**src/rtl/sreg_8b_piso.sv**
```systemverilog
// 8-bit parallel-in, serial-out shift register for serialising a byte onto a
// single-bit link. Bytes leave MSB first, with zeros filling in behind them.
module sreg_8b_piso (
   input  logic       clk,
   input  logic       reset,
   input  logic       en,
   input  logic       ld,
   input  logic [7:0] pin,
   output logic       sout
);

   logic [7:0] sreg_r;
   logic [7:0] sreg_nxt_s;

   // Next-state selection: a load overrides a shift, and with neither the register holds
   always_comb begin
      sreg_nxt_s = sreg_r;
      if (ld == 1'b1) begin
         sreg_nxt_s = pin;
      end else if (en == 1'b1) begin
         sreg_nxt_s = {sreg_r[6:0], 1'b0};
      end else begin
         sreg_nxt_s = sreg_r;
      end
   end

   // Shift register state, cleared asynchronously by the active-low reset
   always_ff @(posedge clk or negedge reset) begin
      if (reset == 1'b0) begin
         sreg_r <= 8'h00;
      end else begin
         sreg_r <= sreg_nxt_s;
      end
   end

   assign sout = sreg_r[7];

endmodule

```
**config.mk**
```make
export PLATFORM = sky130hd
export DESIGN_NAME = sreg_8b_piso
export DESIGN_NICKNAME = d
export VERILOG_FILES = /design/src/rtl/sreg_8b_piso.sv
export SDC_FILE = /design/constraint.sdc
export NUM_CORES = 1
export LEC_CHECK = 0
export CAP_MARGIN = 20
export CELL_PAD_IN_SITES_DETAIL_PLACEMENT = 0
export CELL_PAD_IN_SITES_GLOBAL_PLACEMENT = 1
export CORE_AREA = 2 2 39 41
export CTS_CLUSTER_DIAMETER = 60
export CTS_CLUSTER_SIZE = 20
export DETAILED_ROUTE_END_ITERATION = 10
export DIE_AREA = 0 0 41 43
export PLACE_DENSITY_LB_ADDON = 0.1
export SYNTH_ARGS = -nofsm -noshare
export SYNTH_HDL_FRONTEND = slang
export SYNTH_SLANG_ARGS = --single-unit
```
**constraint.sdc**
```tcl
create_clock -name clk -period 1.52 [get_ports clk]
set_clock_uncertainty 0.05 [all_clocks]
set_input_delay 0.228 -clock clk [delete_from_list [all_inputs] [get_ports clk]]
set_output_delay 0.228 -clock clk [all_outputs]
set_load 0.02 [all_outputs]
```
==> impl_results.md <==
- Max incr delay on CP: 370 ps
- # fillers: 132
- Synth cell types: 7
- Fmax: approximately 910 MHz
- Worst Tran Pin Value: 371 ps
- DIE AREA: 1760 µm²
- Vias after detailed routing: 290
- Placement Setup Slack: approximately 170 ps
- Multiplexer share of the synthesized area: 19.0%
- Initial antenna violation count: 0
- DRC Markers: 0
- Critical Path Source Type: flop
- Finished Layout Cells: 65
- CP required: approximately 1200 ps
- Total Wirelength: 696 µm
- Nets: between 60 and 70
- Net Sw Power: 0.115 mW
- CTS H-tree depth: 1
- Max-slew headroom: about three quarters
- Longest Clk Path Bufs: 2
- Max reg flops: 8
- RSZ-0062 raised after global routing: no
- Post-synthesis xor/xnor area fraction: 0%
- Hold-fix buffers, CTS: 0
- Seq. cell area: 200 µm²
- Top reg by flops: sreg_r
- Number of synthesized register bits: 8
- Pwr dens: 918 nW/µm²
- Clock latency on the worst-skew pair: 250 ps
- Complex-gate fraction of the synthesized area: a little over a tenth
- Worst-path maximum fanout: 2
- Die Ht: 43 µm
- Routability Congestion: 0.654
- Setup TNS: 0 ps
- Post-Synthesis Cell Area: between 300 and 400 µm²
- Post-route cell area: roughly 540 µm²
- Area of the multi-input gates: 146 µm²
- Layout cells sized above 1: ~10%
- Sequential-to-total area share from yosys stat: 54.2%
- Reg2reg start: sreg_r[2]
- Routed wire per std cell: 10.7 µm
- Grt met1 use: 14.0%
- Busiest grt layer: met1
- YS warnings: 0
- Seq pwr share: 49.5%
- Sw Share: 23.3%
- Largest area contributor in the netlist: dfrtp_1
- Die W: 41 µm
- CP delay by family, top: flip-flops
- Final ANT Viol Nets: 0
- Gate power share: between 10% and 20%
- GRT Util Overall: approximately a tenth
- Hold Path Class: in -> async
- Hold WS: approximately 210 ps
- Dpl hpwl: 533 µm
- P&R area growth vs syn: 46.1%
- Vias per cell: 4.46
- Placed Cells: 62
- Final hold viol count: 0
- Classification of the worst setup path: reg -> out
- GRT overflow: 0
- Synth Area in Simple Gates: 9.83%
- Flop-to-flop setup slack: roughly 740 ps
- I/O pins: 13
- Critical path depth: 1
- Syn Nets: 46
- Clock Pin Slew Worst Setup and Hold Paths: around 50 ps
- Starting density of the core: 26.7%
- Peak VDD IR: 293 µV
- Pwr Total: about 0.49 mW
- First-pass GRT wire length: roughly 1200 µm
- Reg2Reg Depth: 2
- Largest net degree at the start of global routing: 10
- Syn avg cell area: 10.9 µm²
- Router iterations before antenna repair: 2
- Rows: 14
- Period Utilization, post-route: 72.4%
- Critical path cell sequence: dlymetal6s2s_1
- Adder-Cell Fraction of Synth Area: 0%
- CTS tree: yes
- Final setup vio count: 0
- Syn Inst Count: 34
- Total CTS buffers: 3
- Top flop regs: sreg_r (8)
- Vias in the first global route: 280
- Area after DPL: 514 µm²
- Root buf cell: clkbuf_4
- Met3 Usage GRT: 3.14%
- # diodes: 0
- Initial DRC Count: 4
- Met2 track utilization from global routing: 13.8%
- Int Pwr: 0.380 mW
- Status: completed
- WP buf/inv: 1
- Clock network power share: 32.0%
- RR Endpoint: sreg_r[3]
- Lkg Pwr: 0.254 nW
- MaxCap Viol Count: 0
- Post-CTS setup buffers: 0
- Core Region: 1380 µm²
- Largest family of logic cells by synthesized area: multiplexers
- Post-route minimum period: 1100 ps
- Slowest CP cell: dfrtp_1
- CP Capture Type: output pin
- Final Max Slew Viols: 0
- Port bufs: 12
- Clk sinks: 8
- Share of the synthesized area in the top cell type: a little over half
- Final WS setup: 419 ps
- Ranking of synthesized cells by area: dfrtp_1 54%, mux2i_1 19%, o21ai_1 9.5%, nand2_1 8.1%, buf_6 6.1%
- Layout Utilization: between 30% and 40%
- Crit path DAT: ~820 ps
## power groups by stage
stage / registers [mW] / clock network [mW] / logic [mW]
after floorplan: 0.249 / 0 / 0.0417
after global placement: 0.248 / 0 / 0.0906
after detailed placement: 0.249 / 0 / 0.0937
after CTS: 0.245 / 0.172 / 0.0939
after global routing: 0.248 / 0.184 / 0.100
final: 0.245 / 0.158 / 0.0915
## cell type report
class,instances,share of cell area (%)
clock buffers,3,4.18
well taps,16,3.71
flip-flops and latches,8,37.1
repair buffers,14,27.8
multi-input cells,24,27.1
## repair_timing
item	4_1_cts	5_1_grt
resized for setup	0	1
endpoints found under the hold margin	0	0
endpoints found under the setup margin	0	1
## worst max path at each step
stage	to	from
after floorplan	sreg_r[7]	sreg_r[7]
after global placement	sreg_r[6]	en
after detailed placement	sreg_r[4]	ld
after CTS	sout	sreg_r[7]
after global routing	sout	sreg_r[7]
final	sout	sreg_r[7]
## routing by layer
metal,wire length [µm],up-vias
met1,313,132
li1,-,149
met2,341,9
met5,0,-
met3,41,0
met4,0,0
## layout by cell type, fill, tap and decap left out
master           count
o21ai_0              1
nand2_1              8
dfrtp_1              8
nand2b_1             1
buf_12               1
clkdlybuf4s50_1     11
o21ai_1              7
mux2i_1              7
clkbuf_4             3
buf_4                1
dlymetal6s2s_1       1
## cells by family (layout without fill, tap and decap cells)
family / Yosys count / after routing
flip-flops: 8 / 8
AO/OA/AOI/OAI: 8 / 8
buffers and inverters: 2 / 17
multiplexers: 7 / 7
AND/OR/NAND/NOR: 9 / 9
## cell usage after synthesis
| cell type | count |
|---|---|
| nand2_1 | 8 |
| o21ai_0 | 1 |
| nand2b_1 | 1 |
| dfrtp_1 | 8 |
| buf_6 | 2 |
| o21ai_1 | 7 |
| mux2i_1 | 7 |
Note: power is estimated with default switching activity, not from simulation.
